## src/rtl/tm_display_scheduler.sv

```systemverilog
// Feeds the two-wire 7-segment writer from a 16-byte framebuffer: control command first, then dirty digits in ascending order.
// Optional periodic full refresh is enabled by defining AUTO_REFRESH_EN.
module tm_display_scheduler #(
    parameter int GAP_CYCLES     = 12000,
    parameter int ACK_TIMEOUT    = 64
`ifdef AUTO_REFRESH_EN
    ,
    parameter int REFRESH_CYCLES = 12000000
`endif
) (
    input  logic       CLK,
    input  logic       RSTN,
    input  logic       wr_en,
    input  logic [3:0] wr_addr,
    input  logic [7:0] wr_data,
    input  logic       disp_on,
    input  logic [2:0] bright,
    output logic       wp_valid,
    output logic [7:0] wp_pos,
    output logic [7:0] wp_value,
    input  logic       wp_busy,
    output logic       idle,
    output logic       err
);

    typedef enum logic [2:0] {
        S_IDLE      = 3'd0,
        S_ISSUE     = 3'd1,
        S_WAIT_ACK  = 3'd2,
        S_WAIT_DONE = 3'd3,
        S_GAP       = 3'd4
    } state_t;

    localparam logic [31:0] GAP_LAST = 32'(GAP_CYCLES - 1);
    localparam logic [31:0] ACK_LAST = 32'(ACK_TIMEOUT - 1);

    state_t      state_q, state_d;
    logic [7:0]  fb_q [16];
    logic [7:0]  fb_d [16];
    logic [15:0] dirty_q, dirty_d;
    logic        ctrl_pending_q, ctrl_pending_d;
    logic [3:0]  ctrl_in_q;
    logic [3:0]  ctrl_sent_q, ctrl_sent_d;
    logic        sel_ctrl_q, sel_ctrl_d;
    logic [3:0]  sel_idx_q, sel_idx_d;
    logic [31:0] cnt_q, cnt_d;
    logic        wp_valid_q, wp_valid_d;
    logic [7:0]  wp_pos_q, wp_pos_d;
    logic [7:0]  wp_value_q, wp_value_d;
    logic        idle_q, idle_d;
    logic        err_q, err_d;

    logic        work_s;
    logic        issue_s;
    logic        timeout_s;
    logic [3:0]  issue_idx_s;
    logic        refresh_wrap_s;

    function automatic logic [3:0] lowest_set(input logic [15:0] m);
        logic [3:0] idx;
        idx = 4'd0;
        for (int i = 15; i >= 0; i--) begin
            idx = m[i] ? 4'(i) : idx;
        end
        return idx;
    endfunction

    function automatic logic [7:0] ctrl_byte(input logic [3:0] c);
        return c[3] ? (8'h88 | {5'b00000, c[2:0]}) : 8'h80;
    endfunction

    assign work_s      = ctrl_pending_q || (dirty_q != 16'h0000);
    assign issue_s     = (state_q == S_ISSUE) && !wp_busy && work_s;
    assign timeout_s   = (state_q == S_WAIT_ACK) && !wp_busy && (cnt_q == ACK_LAST);
    // Selection happens in ISSUE so writes that land while leaving IDLE still get ascending order.
    assign issue_idx_s = lowest_set(dirty_q);

`ifdef AUTO_REFRESH_EN
    localparam logic [31:0] REFRESH_LAST = 32'(REFRESH_CYCLES - 1);
    logic [31:0] refresh_q, refresh_d;

    // Free-running refresh period counter.
    always_comb begin
        if (refresh_q == REFRESH_LAST) begin
            refresh_d = 32'd0;
        end else begin
            refresh_d = refresh_q + 32'd1;
        end
    end

    assign refresh_wrap_s = (refresh_q == REFRESH_LAST);

    // Refresh counter register.
    always_ff @(posedge CLK) begin
        if (!RSTN) begin
            refresh_q <= 32'd0;
        end else begin
            refresh_q <= refresh_d;
        end
    end
`else
    assign refresh_wrap_s = 1'b0;
`endif

    // FSM state register.
    always_ff @(posedge CLK) begin
        if (!RSTN) begin
            state_q <= S_IDLE;
        end else begin
            state_q <= state_d;
        end
    end

    // FSM next-state logic.
    always_comb begin
        state_d = state_q;
        case (state_q)
            S_IDLE: begin
                if (work_s) begin
                    state_d = S_ISSUE;
                end else begin
                    state_d = S_IDLE;
                end
            end
            S_ISSUE: begin
                if (!work_s) begin
                    state_d = S_IDLE;
                end else if (!wp_busy) begin
                    state_d = S_WAIT_ACK;
                end else begin
                    state_d = S_ISSUE;
                end
            end
            S_WAIT_ACK: begin
                if (wp_busy) begin
                    state_d = S_WAIT_DONE;
                end else if (cnt_q == ACK_LAST) begin
                    state_d = S_IDLE;
                end else begin
                    state_d = S_WAIT_ACK;
                end
            end
            S_WAIT_DONE: begin
                if (!wp_busy) begin
                    state_d = sel_ctrl_q ? S_GAP : S_IDLE;
                end else begin
                    state_d = S_WAIT_DONE;
                end
            end
            S_GAP: begin
                if (cnt_q == GAP_LAST) begin
                    state_d = S_IDLE;
                end else begin
                    state_d = S_GAP;
                end
            end
            default: state_d = S_IDLE;
        endcase
    end

    // FSM outputs and bookkeeping; later assignments take priority, so host writes win.
    always_comb begin
        fb_d           = fb_q;
        dirty_d        = dirty_q;
        ctrl_pending_d = ctrl_pending_q | (ctrl_in_q != ctrl_sent_q);
        ctrl_sent_d    = ctrl_sent_q;
        sel_ctrl_d     = sel_ctrl_q;
        sel_idx_d      = sel_idx_q;
        wp_valid_d     = issue_s;
        wp_pos_d       = wp_pos_q;
        wp_value_d     = wp_value_q;
        err_d          = err_q | timeout_s;

        case (state_q)
            S_WAIT_ACK: cnt_d = cnt_q + 32'd1;
            S_GAP:      cnt_d = cnt_q + 32'd1;
            default:    cnt_d = 32'd0;
        endcase

        if (issue_s) begin
            sel_ctrl_d = ctrl_pending_q;
            sel_idx_d  = issue_idx_s;
            if (ctrl_pending_q) begin
                ctrl_pending_d = 1'b0;
                ctrl_sent_d    = ctrl_in_q;
                wp_pos_d       = 8'hFF;
                wp_value_d     = ctrl_byte(ctrl_in_q);
            end else begin
                dirty_d[issue_idx_s] = 1'b0;
                wp_pos_d             = {4'hC, issue_idx_s};
                wp_value_d           = fb_q[issue_idx_s];
            end
        end else begin
            sel_ctrl_d = sel_ctrl_q;
        end

        if (timeout_s) begin
            if (sel_ctrl_q) begin
                ctrl_pending_d = 1'b1;
            end else begin
                dirty_d[sel_idx_q] = 1'b1;
            end
        end else begin
            err_d = err_d;
        end

        if (refresh_wrap_s) begin
            dirty_d        = 16'hFFFF;
            ctrl_pending_d = 1'b1;
        end else begin
            dirty_d = dirty_d;
        end

        if (wr_en) begin
            fb_d[wr_addr]    = wr_data;
            dirty_d[wr_addr] = 1'b1;
        end else begin
            fb_d = fb_d;
        end

        idle_d = (state_d == S_IDLE) && !ctrl_pending_d && (dirty_d == 16'h0000);
    end

    // Datapath and output registers.
    always_ff @(posedge CLK) begin
        if (!RSTN) begin
            fb_q           <= '{default: 8'h00};
            dirty_q        <= 16'hFFFF;
            ctrl_pending_q <= 1'b1;
            ctrl_in_q      <= 4'h0;
            ctrl_sent_q    <= 4'h0;
            sel_ctrl_q     <= 1'b0;
            sel_idx_q      <= 4'h0;
            cnt_q          <= 32'd0;
            wp_valid_q     <= 1'b0;
            wp_pos_q       <= 8'h00;
            wp_value_q     <= 8'h00;
            idle_q         <= 1'b0;
            err_q          <= 1'b0;
        end else begin
            fb_q           <= fb_d;
            dirty_q        <= dirty_d;
            ctrl_pending_q <= ctrl_pending_d;
            ctrl_in_q      <= {disp_on, bright};
            ctrl_sent_q    <= ctrl_sent_d;
            sel_ctrl_q     <= sel_ctrl_d;
            sel_idx_q      <= sel_idx_d;
            cnt_q          <= cnt_d;
            wp_valid_q     <= wp_valid_d;
            wp_pos_q       <= wp_pos_d;
            wp_value_q     <= wp_value_d;
            idle_q         <= idle_d;
            err_q          <= err_d;
        end
    end

    assign wp_valid = wp_valid_q;
    assign wp_pos   = wp_pos_q;
    assign wp_value = wp_value_q;
    assign idle     = idle_q;
    assign err      = err_q;

endmodule

```

## config.mk

```make
export PLATFORM = sky130hd
export DESIGN_NAME = tm_display_scheduler
export DESIGN_NICKNAME = d
export VERILOG_FILES = /design/src/rtl/tm_display_scheduler.sv
export SDC_FILE = /design/constraint.sdc
export NUM_CORES = 1
export LEC_CHECK = 0
export ABC_AREA = 1
export CAP_MARGIN = 0
export CORE_UTILIZATION = 55
export DETAILED_ROUTE_END_ITERATION = 7
export MAX_ROUTING_LAYER = met4
export PLACE_DENSITY = 0.79
export SYNTH_ARGS = -nofsm -noshare
export SYNTH_HDL_FRONTEND = slang
export SYNTH_SLANG_ARGS = --single-unit
```

## constraint.sdc

```tcl
create_clock -name CLK -period 2.68 [get_ports CLK]
set_input_delay 0.268 -clock CLK [delete_from_list [all_inputs] [get_ports CLK]]
set_output_delay 0.268 -clock CLK [all_outputs]
set_load 0.1 [all_outputs]
```

* After elaboration in Yosys (flattened, before gate mapping)
Cells that the tools add are included.
** Word-level totals
- Input bits :: 20
- Logic and storage cells :: 123
- Register bits after elaboration :: 212
- Output and inout port bits :: 19
** Operators by class
- Magnitude comparators :: 9
- Bitwise gates (word level) :: 8
- $add $sub $neg :: 1
- Reductions and logical operators :: 20
- Eq/ne operators :: 7
- Muxes and demuxes :: 49
** Operators with widths (number)
- $bwmux W128 :: 1
- $mux W16 :: 5
- $mux W4 :: 17
- $add A32 B1 Y32 const B :: 1
- $bmux W8 S4 :: 1
- $demux W8 S4 :: 1
- $eq A32 B14 Y1 const B :: 1
- $eq A32 B6 Y1 const B :: 1
- $mux W8 :: 4
- $or A16 B16 Y16 :: 2
- $and A16 B16 Y16 :: 1
- $logic_not A16 Y1 :: 1
- $not A16 Y16 :: 1
- $reduce_bool A16 Y1 :: 1
- $lt A4 B5 Y1 const B :: 3
- $pmux W3 S5 :: 1
- $demux W1 S4 :: 3
- $ge A4 B1 Y1 const B :: 3
- $ge A5 B5 Y1 const B :: 2
- $logic_and A1 B1 Y1 :: 10
- $not A4 Y5 :: 2
- $mux W3 :: 3
- $mux W1 :: 8
- $mux W2 :: 4
- 12 further kinds :: 17

* Depth between registers and ports, before layout
- Word-level depth :: 31
- Gate-level depth with buffers :: 25
- Gate-level depth less buffers :: 25

* Worst setup path before layout
Ideal clock, no wire load.
- Kind :: register -> register
- Start :: reg cnt_q[0]
- End :: reg cnt_q[28]
- Arrival time :: 2092 ps
- Buffers on the path :: 0
- Library setup time :: 119 ps
- Stages on the path, launching flop included :: 19
- Required time :: 2561 ps
- Slack :: 469 ps
- Period minus slack after synthesis :: 2211 ps
- Path through :: dfxtp_1 -> ha_1 -> nand2_2 -> nor2_4 -> inv_2 -> nor2_4 -> nand2_4 -> nor2_8 -> nand2_2 -> nor3_4 -> nand2_2 -> nor2_2 -> nand3_2 -> nor2_2 -> nand2_2 -> nor2_4 -> nand3_1 -> o21ai_1 -> a21oi_1
** On the way
- Cells in the longest elaborated chain, start to end :: 1
** RTL lines
- from (decl) :: RTL line 46 : logic [31:0] cnt_q, cnt_d;
- from (signal assigned) :: RTL line 248 : cnt_q <= cnt_d;
- $add A32 B1 Y32 :: RTL line 175, 176
Every way passes these cells.
A chain may end at the register's enable or synchronous reset.

* Final worst setup path
- Start :: reg cnt_q[1]
- End :: reg idle_q (netlist: idle)
** On the way
- Cells in the longest elaborated chain, start to end :: 7
- Elaborated cells on any way between the ends :: 16
- Those cells by class :: eq/ne: 2; mux: 7; bitwise: 1; reduce/logical: 6
** RTL lines
- $eq A32 B6 Y1 :: RTL line 74, 137
- $mux W2 / $logic_and A1 B1 Y1 (equally long branches) :: RTL line 137, 74
- $mux W2 / $mux W16 (equally long branches) :: RTL line 135, 197
- $pmux W3 S5 / $or A16 B16 Y16 (equally long branches)
- $logic_not A3 Y1 / $mux W16 (equally long branches) :: RTL line 221, 214
- $logic_and A1 B1 Y1 / $logic_not A16 Y1 (equally long branches) :: RTL line 221 : idle_d = (state_d == S_IDLE) && !ctrl_pending_d && (dirty_d == 16'h0000);
- $logic_and A1 B1 Y1 * :: RTL line 221
- to (signal assigned) :: RTL line 252 : idle_q <= idle_d;
- to (decl) :: RTL line 50 : logic idle_q, idle_d;
Every way passes the cells marked *; elsewhere a longest branch is shown, timed or not.

==> impl_metrics.ini <==
[status]
outcome = complete, no violations

[power_and_ir_drop]
clkPwrFrac = 0.468
netSwitchingPower_uw = 1690
peakVddDrop_v = 0.000540
p_seq_frac = 0.459
pwr-share-comb = 0.073
powerDensity_nw_per_um2 = 611
p_leak_uw = 0.00486
switching_share = 0.241
intPower_uw = 5330
finalPower_uw = 7020

[worst_setup_path]
r2r-start = cnt_q[1]
cp_cell_sequence = ha_2, nand2_2, nor2_4, inv_2, nor3_2, nand2_1, nor2_2, o211ai_1, nor2_1, nand3_1, nor2_1, nand3_1, nor2_1, nand2_1, nor2_1, nand3_1, nor2_2
path_buf_inv = 1
crit_cells = 17
arrival_ns = 2.92
critPathTopFamily = simple AND/OR/NAND/NOR gates
worstRegToRegCells = 17
startpoint_type = flip-flop
slowest_stage = dfxtp_1
cp.required_ns = 3.11
crit_fanout = 4
r2r_setup_slack_ns = 0.19
worstSetupPathType = flip-flop to flip-flop
r2r_end = idle
startpoint = cnt_q[1]
critPathCaptureType = flip-flop
cp_slowest_stage_delay_ns = 0.38
cpMostUsedCell = nor2_1

[synthesis]
ys_seq_elements = 209
yosysSeqAreaShare = 0.417
synth_fa_ha_area_frac = 0.00125
synth_flop_cell = dfxtp_1
muxShareOfSynthArea = 0
async_flop_share = 0
netlist_area_um2 = 10000
synth_edf_count = 0
synth_compound_area_frac = 0.144
synth_xor_area_frac = 0.00350
syn_nets = 1488
ys_warn_count = 0
synth_area_per_cell_um2 = 6.83
synthCells = 1467
ys_types = 44
synth_top_family_by_area = simple AND/OR/NAND/NOR gates
synth-simple-area-share = 0.341

[place]
port_buffers = 38
dp_hpwl_um = 20600
place_congestion = 0.996
pre_cts_ws_ns = -0.00677

[hold_path]
worstHoldStart = RSTN
worstHoldEndpoint = err
hold_depth = 4
hold_path.class = input port to flip-flop

[die]
dieArea_um2 = 18800
die_h_um = 137
die_w_um = 137
boundaryPins = 39
core_area_um2 = 17500
initial_utilization = 0.571
fp-row-count = 48

[sta]
timing.final.max_slew_violations = 0
setup_viol = 0
finalCriticalPeriod_ns = 2.49
whs_ns = 0.241
finalHoldViolations = 0
slew_headroom = 0.336
post-route-period-util = 0.928
finClkSkew_ns = 0.0144
setup-tns-final_ns = 0
tightest_slew_ns = 0.993
setup_ws_ns = 0.192
fmax_mhz = 402

[finish]
mostFrequentLayoutCells = nor2_1 (288), dfxtp_1 (206), nand2_1 (189)
num-nets-final = 1519
final_layout_size_suffix_gt1_frac = 0.109
nFillCells = 1573
n_antenna_cell = 0
areaGrowthSynthToFinish_pct = 14.6
post-route-util = 0.655
final_common_cell = nor2_1

[clock_tree]
path_clk_slew_ns = 0.06
insertion_delay_ns = 0.51
cts_buffers = 22
cts_max_level = 1
clock-sinks = 209
root_buffer = clkbuf_16
clockBufferDepth = 3
tritoncts = yes

[global_routing]
grt_util_all_layers = 0.333
overflow = 0
grt_pass1_wl_um = 47700
grt_pass1_vias = 8936
antenna_found_initial = 0
grt_max_degree = 82

[drt]
totalWireLength_um = 30100
ant_nets = 0
drtIter0Drc = 1069
wl_per_cell_um = 17.3
avgViaCountPerCell = 5.80
drt_pass1_iterations = 8
num_vias = 10100
drc = 0

[run]
max_cap_violations = 0
[metal layers]
metal	wire length, um	share of wire	up-vias	track usage
met3	3120	0.10	72	0.0656
met4	952	0.032	0	0.0995
li1	-	-	4852	-
met2	13100	0.44	525	0.497
met5	0	0	-	-
met1	12900	0.43	4634	0.454
[area by class of cell]
cell class / count / area, um2 / share of cell area
flip-flops and latches: 209 / 4190 / 0.365
clock buffers: 33 / 673 / 0.0586
well taps: 225 / 282 / 0.0245
multi-input cells: 1019 / 4950 / 0.431
inverters: 164 / 616 / 0.0536
clock inverters: 6 / 105 / 0.00915
repair buffers: 82 / 673 / 0.0586
[flip-flops by register name, indices dropped and copies added, names as in the netlist, 3 cells and up]
| name | flops |
|---|---|
| fb_q | 128 |
| cnt_q | 32 |
| dirty_q | 16 |
| wp_value | 8 |
| wp_pos | 6 |
| ctrl_in_q | 4 |
| ctrl_sent_q | 4 |
| sel_idx_q | 4 |
| state_q | 3 |
[Yosys cell counts (3+ instances only)]
cell | number | area, um2
a22oi_1 | 3 | 22.5
clkinv_1 | 4 | 15.0
nor2_1 | 291 | 1090
o21a_1 | 5 | 37.5
nand2_2 | 12 | 75.1
nand4_1 | 55 | 344
nand3b_1 | 28 | 210
o21ai_1 | 18 | 90.1
nor2_2 | 7 | 43.8
nand2_4 | 5 | 56.3
buf_1 | 3 | 11.3
dfxtp_1 | 209 | 4180
inv_1 | 150 | 563
a21oi_1 | 83 | 415
buf_2 | 12 | 60.1
clkbuf_1 | 53 | 199
a211oi_1 | 4 | 30.0
nand2_1 | 189 | 709
nor2_4 | 7 | 78.8
or2_2 | 3 | 18.8
inv_2 | 10 | 37.5
o21ai_0 | 152 | 761
buf_4 | 6 | 45.0
nand3_1 | 110 | 551
nor3_1 | 17 | 85.1
nor4_1 | 6 | 37.5
a31oi_1 | 3 | 18.8
[metrics by stage]
stage / instance area [um2] / instances
floorplan: 10000 / 1467
global placement: 10600 / 1695
detailed placement: 10600 / 1695
CTS: 11400 / 1734
global route: 11500 / 1738
finish: 11500 / 1738
[worst max-delay path by stage]
stage                      to  slack, ns
finish                   idle       0.19
global route             idle      -0.02
CTS                      idle       0.07
detailed placement       idle     -0.007
global placement         idle       0.04
floorplan           cnt_q[28]       0.47
[repair_timing]
action | in CTS | in global routing
resized for setup | 0 | 15
hold buffers | 0 | 0
endpoints found under the setup margin | 0 | 3
setup buffers | 0 | 4
[power groups by stage]
stage / sequential [uW] / clock, uW / combinational, uW
floorplan: 3350 / 0 / 279
global placement: 3290 / 0 / 491
detailed placement: 3290 / 0 / 497
CTS: 3220 / 3300 / 500
global route: 3230 / 3430 / 549
finish: 3220 / 3290 / 513
[kinds of logic (layout without fill, tap and decap cells)]
group,after synthesis,in the layout
xor gates and xnor gates,4,4
DFF,209,209
adders and majority gates,1,1
and+or+nand+nor,739,739
buffers and inverters,239,285
AOI/OAI and AO/OA,275,275
[worst reg2reg max path, cell delays in order (launching register included)]
cell	delay [ns]
dfxtp_1	0.38
ha_2	0.21
nand2_2	0.07
nor2_4	0.13
inv_2	0.08
nor3_2	0.18
nand2_1	0.12
nor2_2	0.14
o211ai_1	0.12
nor2_1	0.14
nand3_1	0.09
nor2_1	0.14
nand3_1	0.11
nor2_1	0.14
nand2_1	0.06
nor2_1	0.08
nand3_1	0.10
nor2_2	0.13
No activity file was read; power rests on OpenSTA's default activity.
